### src/rtl/block_pkg.sv
// Shared types and constants for the begin/end block-check stream.
package block_pkg;

    typedef enum logic [1:0] {
        CMD_BEGIN = 2'b00,
        CMD_END   = 2'b01,
        CMD_DECOY = 2'b10,
        CMD_GAP   = 2'b11
    } cmd_e;

    // Lowercase ASCII; uppercase is derived by clearing CASE_BIT.
    localparam logic [7:0] CH_SPACE = 8'd32;
    localparam logic [7:0] CH_B     = 8'd98;
    localparam logic [7:0] CH_E     = 8'd101;
    localparam logic [7:0] CH_G     = 8'd103;
    localparam logic [7:0] CH_I     = 8'd105;
    localparam logic [7:0] CH_N     = 8'd110;
    localparam logic [7:0] CH_D     = 8'd100;
    localparam logic [7:0] CH_S     = 8'd115;
    localparam logic [7:0] CASE_BIT = 8'h20;

    // Token lengths, trailing space included.
    localparam logic [3:0] LEN_BEGIN = 4'd6;
    localparam logic [3:0] LEN_END   = 4'd4;
    localparam logic [3:0] LEN_DECOY = 4'd5;
    localparam logic [3:0] LEN_GAP   = 4'd1;

    // Index of the final character (the space) of a token.
    function automatic logic [2:0] tok_last(cmd_e t);
        logic [3:0] len;
        case (t)
            CMD_BEGIN: len = LEN_BEGIN;
            CMD_END:   len = LEN_END;
            CMD_DECOY: len = LEN_DECOY;
            default:   len = LEN_GAP;
        endcase
        return 3'(len - 4'd1);
    endfunction

endpackage

### src/rtl/block_token_rom.sv
// Character lookup: (token, index, case) -> ASCII byte.
module block_token_rom
    import block_pkg::*;
(
    input  cmd_e       tok,
    input  logic [2:0] idx,
    input  logic       upper,
    output logic [7:0] ch
);

    logic [7:0] base;

    // Select the lowercase character, then fold case on letters only.
    always_comb begin
        base = CH_SPACE;
        case (tok)
            CMD_BEGIN: case (idx)
                3'd0:    base = CH_B;
                3'd1:    base = CH_E;
                3'd2:    base = CH_G;
                3'd3:    base = CH_I;
                3'd4:    base = CH_N;
                default: base = CH_SPACE;
            endcase
            CMD_END, CMD_DECOY: case (idx)
                3'd0:    base = CH_E;
                3'd1:    base = CH_N;
                3'd2:    base = CH_D;
                3'd3:    base = (tok == CMD_DECOY) ? CH_S : CH_SPACE;
                default: base = CH_SPACE;
            endcase
            default: base = CH_SPACE;
        endcase
        ch = (upper && base != CH_SPACE) ? (base & ~CASE_BIT) : base;
    end

endmodule

### src/rtl/block_stream_gen.sv
// Serializes begin/end/decoy/gap commands to ASCII and tracks nesting balance.
module block_stream_gen
    import block_pkg::*;
#(
    parameter int DEPTH_W = 8
) (
    input  logic               clk,
    input  logic               reset,
    input  logic               cmd_valid,
    input  logic [1:0]         cmd,
    input  logic               cmd_upper,
    output logic               cmd_ready,
    output logic [7:0]         out,
    output logic               out_valid,
    output logic [DEPTH_W-1:0] depth,
    output logic               underflow,
    output logic               overflow,
    output logic               balanced
);

    typedef enum logic {IDLE, EMIT} state_e;

    localparam logic [DEPTH_W-1:0] MAX_DEPTH = {DEPTH_W{1'b1}};

    state_e     state;
    cmd_e       tok;
    logic [2:0] idx;
    logic       upper;
    logic       last;
    logic       accept;
    logic [7:0] ch;
    cmd_e       cmd_t;

    assign cmd_t     = cmd_e'(cmd);
    assign last      = (idx == tok_last(tok));
    assign cmd_ready = (state == IDLE) || (state == EMIT && last);
    assign accept    = cmd_valid && cmd_ready;
    assign out_valid = (state == EMIT);
    assign out       = out_valid ? ch : 8'd0;
    assign balanced  = (depth == '0) && !underflow && !overflow;

    block_token_rom u_rom (
        .tok   (tok),
        .idx   (idx),
        .upper (upper),
        .ch    (ch)
    );

    // Emission FSM: load on accept, step idx, chain the next token with no bubble.
    always_ff @(posedge clk or posedge reset) begin
        if (reset) begin
            state <= IDLE;
            tok   <= CMD_GAP;
            idx   <= 3'd0;
            upper <= 1'b0;
        end else begin
            case (state)
                IDLE: if (accept) begin
                    state <= EMIT;
                    tok   <= cmd_t;
                    upper <= cmd_upper;
                    idx   <= 3'd0;
                end
                EMIT: if (last) begin
                    if (accept) begin
                        tok   <= cmd_t;
                        upper <= cmd_upper;
                        idx   <= 3'd0;
                    end else begin
                        state <= IDLE;
                    end
                end else begin
                    idx <= idx + 3'd1;
                end
                default: state <= IDLE;
            endcase
        end
    end

    // Nesting depth and sticky error flags change at acceptance, not emission.
    always_ff @(posedge clk or posedge reset) begin
        if (reset) begin
            depth     <= '0;
            underflow <= 1'b0;
            overflow  <= 1'b0;
        end else if (accept) begin
            if (cmd_t == CMD_BEGIN) begin
                if (depth == MAX_DEPTH) overflow <= 1'b1;
                else                    depth    <= depth + 1'b1;
            end else if (cmd_t == CMD_END) begin
                if (depth == '0) underflow <= 1'b1;
                else             depth     <= depth - 1'b1;
            end
        end
    end

endmodule

### config.mk
export PLATFORM = sky130hd
export DESIGN_NAME = block_stream_gen
export DESIGN_NICKNAME = d
export VERILOG_FILES = /design/src/rtl/block_pkg.sv /design/src/rtl/block_token_rom.sv /design/src/rtl/block_stream_gen.sv
export SDC_FILE = /design/constraint.sdc
export NUM_CORES = 1
export LEC_CHECK = 0
export BUFFER_PORTS_ARGS = -buffer_cell sky130_fd_sc_hd__buf_2
export CORE_ASPECT_RATIO = 1.1
export CORE_MARGIN = 3
export CORE_UTILIZATION = 45
export CTS_BUF_LIST = sky130_fd_sc_hd__clkbuf_8 sky130_fd_sc_hd__clkbuf_16
export DETAILED_ROUTE_END_ITERATION = 12
export GPL_ROUTABILITY_DRIVEN = 1
export HOLD_SLACK_MARGIN = 0.12
export PLACE_DENSITY_LB_ADDON = 0.1
export REMOVE_ABC_BUFFERS = 1
export SYNTH_ARGS = -nofsm -noshare
export SYNTH_HDL_FRONTEND = slang
export SYNTH_SLANG_ARGS = --single-unit
### constraint.sdc
create_clock -name clk -period 4.2 [get_ports clk]
set_input_delay 0.42 -clock clk [delete_from_list [all_inputs] [get_ports clk]]
set_output_delay 0.42 -clock clk [all_outputs]
set_load 0.05 [all_outputs]
---- Word level (Yosys, flattened, before mapping) ----
Cells that the tools add are included.
storage, ports and cells
  bits in registers ....................... 17
  input bits .............................. 6
  logic and storage cells ................. 66
cells by class
  $add $sub $neg .......................... 4
  equality and inequality tests ........... 13
  mux-type cells .......................... 23
  bitwise gates (word level) .............. 2
  reduce and logical (&&, ||, !) cells .... 17
operators with widths
  cell                                                    count
  2-to-1 mux 8 bit                                        5
  case mux 7 bit (5 select lines)                         1
  case mux 8 bit (4 select lines)                         1
  case mux 8 bit (2 select lines)                         1
  case mux 3 bit (3 select lines)                         1
  adder 8 x 1 -> 8 bit (second input constant)            1
  == test 8 bit (second input constant)                   1
  logical NOT 8 bit                                       1
  inequality test 8 x 6 -> 1 bit (second input constant)  1
  AND reduction 4 bit                                     2
  subtractor 8 x 1 -> 8 bit (second input constant)       1
  2-to-1 mux 7 bit                                        1
  == test 3 x 2 -> 1 bit (second input constant)          2
  2-to-1 mux 3 bit                                        2
  2-to-1 mux 6 bit                                        1
  case mux 3 bit (2 select lines)                         1
  logical AND 1 bit                                       5
  == test 2 x 1 -> 1 bit (second input constant)          2
  logical NOT 2 bit                                       2
  2-to-1 mux 1 bit                                        4
  2-to-1 mux 2 bit                                        2
  inequality test 2 x 1 -> 1 bit (second input constant)  2
  case mux 1 bit (2 select lines)                         2
  case mux 2 bit (2 select lines)                         1
  other kinds (14)                                        16

---- Longest topological paths before layout ----
  word-level depth ........................ 10
  gate-level depth with buffers ........... 8
  mapped depth without buffers ............ 8

---- Cells and area by module ----
From an unflattened synthesis, not the netlist that was laid out.
unflattened totals
  cell total of the unflattened synthesis .. 144
  area total of the unflattened synthesis .. 1,371.3 um^2
by module, submodules not included
  module            instances  cells an instance  area an instance (um^2)
  block_stream_gen  1          105                1,122.3
  block_token_rom   1          39                 249.0

---- Worst setup path after synthesis ----
OpenSTA, ideal clock, no wires.
  kind .................................... register to output
  start point ............................. register depth[1]
  end point ............................... output port balanced
  arrival ................................. 2.719 ns
  data required time ...................... 3.780 ns
  slack ................................... 1.061 ns
  stages on the path, launching flop included .. 3
  buffers on the path ..................... 0
  cell sequence ........................... dfrtp_1 or4_1 nor4_1
between the ends
  longest elaborated chain between the ends .. 3
ends and longest elaborated chain
  what                             RTL line                source
  start, declared                  block_stream_gen.sv:15  output logic [DEPTH_W-1:0] depth,
  start signal, assigned           block_stream_gen.sv:89  else depth <= depth + 1'b1;
  start signal, assigned           block_stream_gen.sv:92  else depth <= depth - 1'b1;
  logical NOT 8 bit                block_stream_gen.sv:40  assign balanced = (depth == '0) && !underflow && !overflow;
  logical AND 1 bit (2 in series)  block_stream_gen.sv:40
  end, declared                    block_stream_gen.sv:18  output logic balanced
No other way between the ends.

---- Worst setup path in the final report ----
  start point ............................. register idx[1]
  end point ............................... output port out[5]
between the ends
  longest elaborated chain between the ends .. 7
  elaborated cells between the ends (all ways) .. 12
  classes of those cells .................. eq/ne (5); mux (5); reduce/logical (2)
ends and longest elaborated chain
  what                                                                                       RTL line                                      source
  start, declared                                                                            block_stream_gen.sv:27                        logic [2:0] idx;
  start signal, assigned                                                                     block_stream_gen.sv:73                        idx <= idx + 3'd1;
  == test 3 bit (tied with other cells)                                                      block_token_rom.sv:17                         CMD_BEGIN: case (idx)
  case mux 7 bit (5 select lines) / case mux 8 bit (4 select lines) (equally long branches)  block_token_rom.sv:17, block_token_rom.sv:25
  case mux 8 bit (2 select lines) *                                                          block_token_rom.sv:16                         case (tok)
  inequality test 8 x 6 -> 1 bit                                                             block_token_rom.sv:34                         ch = (upper && base != CH_SPACE) ? (base & ~CASE_BIT) : base;
  logical AND 1 bit                                                                          block_token_rom.sv:34
  2-to-1 mux 6 bit *                                                                         block_token_rom.sv:34
  2-to-1 mux 8 bit *                                                                         block_stream_gen.sv:39                        assign out = out_valid ? ch : 8'd0;
  end, declared                                                                              block_stream_gen.sv:13                        output logic [7:0] out,
Every way passes the cells marked *; elsewhere a longest branch is shown, timed or not.

==> impl.org <==
** Synthesis
- Synthesized netlist cell count :: 144
- Proportion of synthesized chip area in sequential cells :: 29.8%
- Of all flip-flops after synthesis, the portion carrying an async set or reset was 100%.
- Complex-gate fraction of the synthesized area :: 16.5%
- Main combinational cell family by area after synthesis :: compound AO/OA/AOI/OAI gates
- Main flop type after synthesis :: sky130_fd_sc_hd__dfrtp_1
- In the post-synthesis netlist, the biggest area contributors are sky130_fd_sc_hd__dfrtp_1 26%, sky130_fd_sc_hd__ha_1 14%, sky130_fd_sc_hd__mux2_4 6.3%.
- Summing the areas of all and, or, nand and nor instances in the mapped netlist gives 16.2% of the synthesized area.
- The synthesized netlist occupies a cell area of 1440 um2.
- Number of warning messages in the yosys log :: 0
- Measured against the total synthesized area, the mux share comes to 11.5%.
- Yosys top cell area share :: 26.2%
- The synthesized netlist devotes 15.3% of its cell area to adder and majority cells.
- Yosys mapped a number of flops with a built-in enable equal to 0.
- The synthesized design contains 17 register bits.
- After synthesis, the netlist uses 45 different library cells.
- A synthesized cell averages 9.97 um2.
- Cell type with the highest aggregate area in the netlist :: sky130_fd_sc_hd__dfrtp_1
- Summing the areas of all xor and xnor instances in the mapped netlist gives 5.41% of the synthesized area.

** Floorplan
- Placeable core region :: 2900 um2
- In this run the vertical extent of the chip is 65.2 um.
- Die Outline Area :: 3900 um2
- Horizontal extent of the die :: 59.8 um
- Starting Density :: 49.4%
- I/O pins :: 27
- Row generation in the floorplan step produced 20 rows.

** Timing
- In this run the tightest slew margin relative to its limit is 57.3%.
- Setup TNS after final layout :: 0 ns
- Final Skew :: 0.00478 ns
- Setup violations remaining at the end of the flow were counted as 0.
- Upper clock frequency limit :: 340 MHz
- The count of pins over their slew limit came to 0.
- Across all hold checks on the routed design, the worst slack comes to 0.243 ns.
- Hold Vio Cnt, Final :: 0
- Setup repair after global routing left no endpoint under its margin.
- At the pin with the least slew margin, the transition time is 0.639 ns.
- The worst path uses 70.1% of the clock period.
- Subtracting the final worst setup slack from the clock period gives 2.94 ns.

** Flow run
- Max cap viols :: 0

** Global route
- Total routing usage reported by global routing :: 16.1%
- Vias in the first global route :: 1056
- Final global-route overflow total :: 0
- The initial antenna violation count was 0.
- First-pass GRT wire length :: 4860 um
- Entering global routing, the biggest net connects 18 pins.

** Worst setup path
- Cell with the largest stage delay on the worst path :: sky130_fd_sc_hd__or4_1
- In this design, the stage delay of the slowest critical-path cell is 0.53 ns.
- The critical path contains buffers and inverters numbering 2 combined.
- Critical Path Start :: idx[1]$_DFF_PP0_
- Kind of start point of the critical path :: flop
- In this run the worst setup path terminates at out[5].
- Kind of cell adding the most delay to the critical path :: compound AO/OA/AOI/OAI gates
- In this run the critical register-to-register path is launched from tok[1]$_DFFE_PP1P_.
- Data on the critical path is required at its endpoint by 3.78 ns.
- Kind of end point of the critical path :: output port
- The worst register-to-register path has a setup slack of 1.97 ns.
- Number of cells on the critical path :: 8
- Crit path DAT :: 2.52 ns
- The setup path with the least slack is of type flop to output port.
- The signal on the critical path passes through inv_1 > ha_1 > o21ba_2 > o31ai_2 > a21oi_1 > or4_1 > o22ai_1 > buf_2.
- Of all nets on the critical path, the largest fanout is 6.
- The endpoint identified for the worst register-to-register timing path is depth[2]$_DFFE_PP0P_.
- Number of cell instances on the worst register-to-register path :: 6

** CTS
- The clock passes through at most 2 buffers.
- Post-CTS timing repair inserted 0 buffers for setup.
- Clock latency on the worst-skew pair, taken at its later pin, is 0.25 ns.
- After clock tree synthesis, the clock-pin slew on the worst setup and hold paths is 0.07 ns.
- Number of buffers inserted for hold repair after clock tree synthesis :: 0
- Once the clock tree was built, the resizer swapped 0 gates to a different size.
- CTS placed an instance of sky130_fd_sc_hd__clkbuf_8 at the clock tree root.
- Number of buffers created by CTS :: 3
- CTS tree :: done
- CTS saw 17 sinks.
- H-tree levels :: 1

** Finish
- Signed area change from the synthesized netlist to the final layout :: 13.3%
- Number of nets in the layout :: 194
- In the final layout, the share of cells above drive strength 1 is 30.0%.
- Count of inserted antenna diode cells :: 0
- Fin util :: 56.0%
- Count of fill cells added during filler insertion :: 265

** Drt
- Final routed wire length divided by cell count :: 14.3 um
- Routed vias/inst :: 5.63
- For this run, the detailed router's first-pass iteration total came to 4.
- Iteration-0 DRC Markers :: 40
- Total wirelength of the detailed-routed design :: 2890 um
- Total via count after detailed routing :: 1142
- DRC :: 0
- Once detail routing completed, the nets flagged for antenna violations numbered 0.

** Placement
- IO Port Bufs :: 25
- At the end of routability-driven placement, the weighted congestion stood at 0.777.
- Summed over all nets, the half-perimeter wirelength after detailed placement is 2320 um.

** Hold path
- Class of the tightest hold or removal check :: primary input to async pin

** Status
- Result of the run :: finished, final reports clean
==> layer usage <==
metal  global-route usage (%)  part of all wire [%]  up-vias
met3                     3.93                   8.4        2
met2                     23.6                    43       39
li1                         -                     -      572
met5                        0                     0        -
met1                     24.0                    49      529
met4                     2.77                  0.35        0
==> registers in the layout, indices dropped and copies added, names as in the netlist <==
signal / cells
overflow: 1
out_valid: 1
underflow: 1
upper: 1
tok: 2
idx: 3
depth: 8
==> kinds of logic after synthesis <==
kind of cell	count (synthesis)
muxes	13
buffers and inverters	16
xor gates and xnor gates	8
and+or+nand+nor	40
AOI/OAI and AO/OA	32
adders and majority gates	17
other	1
DFF	17
==> worst reg2reg max path, delay by kind of cell (launching register included) <==
kind,cells,cell delay (ns)
multiplexers,2,0.47
AND/OR/NAND/NOR,1,0.22
adder cells (fa/ha/maj),1,0.36
flip-flops,1,0.57
XOR/XNOR,1,0.18
AO/OA/AOI/OAI,1,0.32
==> through the flow <==
stage	cells	worst slack, ns	area, um2
6_report	203	1.26	1630
5_1_grt	203	1.09	1630
4_1_cts	203	1.26	1630
3_5_place_dp	199	1.55	1580
3_3_place_gp	199	1.58	1580
2_1_floorplan	141	1.06	1410
==> layout make-up <==
class                      count  area, um2  share of cell area, %
timing repair buffer          25        125                   7.70
clock buffer                   3       41.3                   2.54
multi-input combinational    111        936                   57.6
inverter                      13       48.8                   3.00
tap                           33       41.3                   2.54
sequential                    17        428                   26.3
clock inverter                 1       5.00                  0.308
==> cell usage after synthesis (all sizes together), types with 4 or more instances <==
cell type	n
a21o	4
nor3	5
mux2	10
and2	4
ha	16
nand2	4
inv	13
xnor2	5
dfrtp	15
a21oi	9
nor2	10
==> how the worst min path moves through the flow <==
stage,to,depth (start not counted)
after floorplan,depth[0]$_DFFE_PP0P_,1
after global placement,overflow$_DFFE_PP0P_,2
after CTS,depth[3]$_DFFE_PP0P_,2
final,depth[3]$_DFFE_PP0P_,2
after detailed placement,overflow$_DFFE_PP0P_,2
after global routing,depth[3]$_DFFE_PP0P_,2
==> cells in the final DEF (no fill, tap or decap), types with 2 or more instances in the layout <==
master and instances:
sky130_fd_sc_hd__o21ai_0 2, sky130_fd_sc_hd__ha_1 16, sky130_fd_sc_hd__nand2b_1 3, sky130_fd_sc_hd__xor2_1 2, sky130_fd_sc_hd__clkbuf_8 3, sky130_fd_sc_hd__or4_1 3, sky130_fd_sc_hd__xnor2_1 5, sky130_fd_sc_hd__o22ai_1 3
sky130_fd_sc_hd__nand4_1 3, sky130_fd_sc_hd__nand2_1 3, sky130_fd_sc_hd__nor3_1 5, sky130_fd_sc_hd__a21oi_1 9, sky130_fd_sc_hd__a31oi_1 2, sky130_fd_sc_hd__dfrtp_1 15, sky130_fd_sc_hd__mux2_2 4, sky130_fd_sc_hd__mux2i_1 3
sky130_fd_sc_hd__nor2_1 10, sky130_fd_sc_hd__a21o_1 4, sky130_fd_sc_hd__o2111ai_1 2, sky130_fd_sc_hd__mux2_4 6, sky130_fd_sc_hd__and2_1 4, sky130_fd_sc_hd__dfstp_2 2, sky130_fd_sc_hd__inv_1 13, sky130_fd_sc_hd__buf_2 25
Power is left out: the tool's default activity adds up to more than one toggle a clock period on the data nets, which glitch-free logic cannot reach.
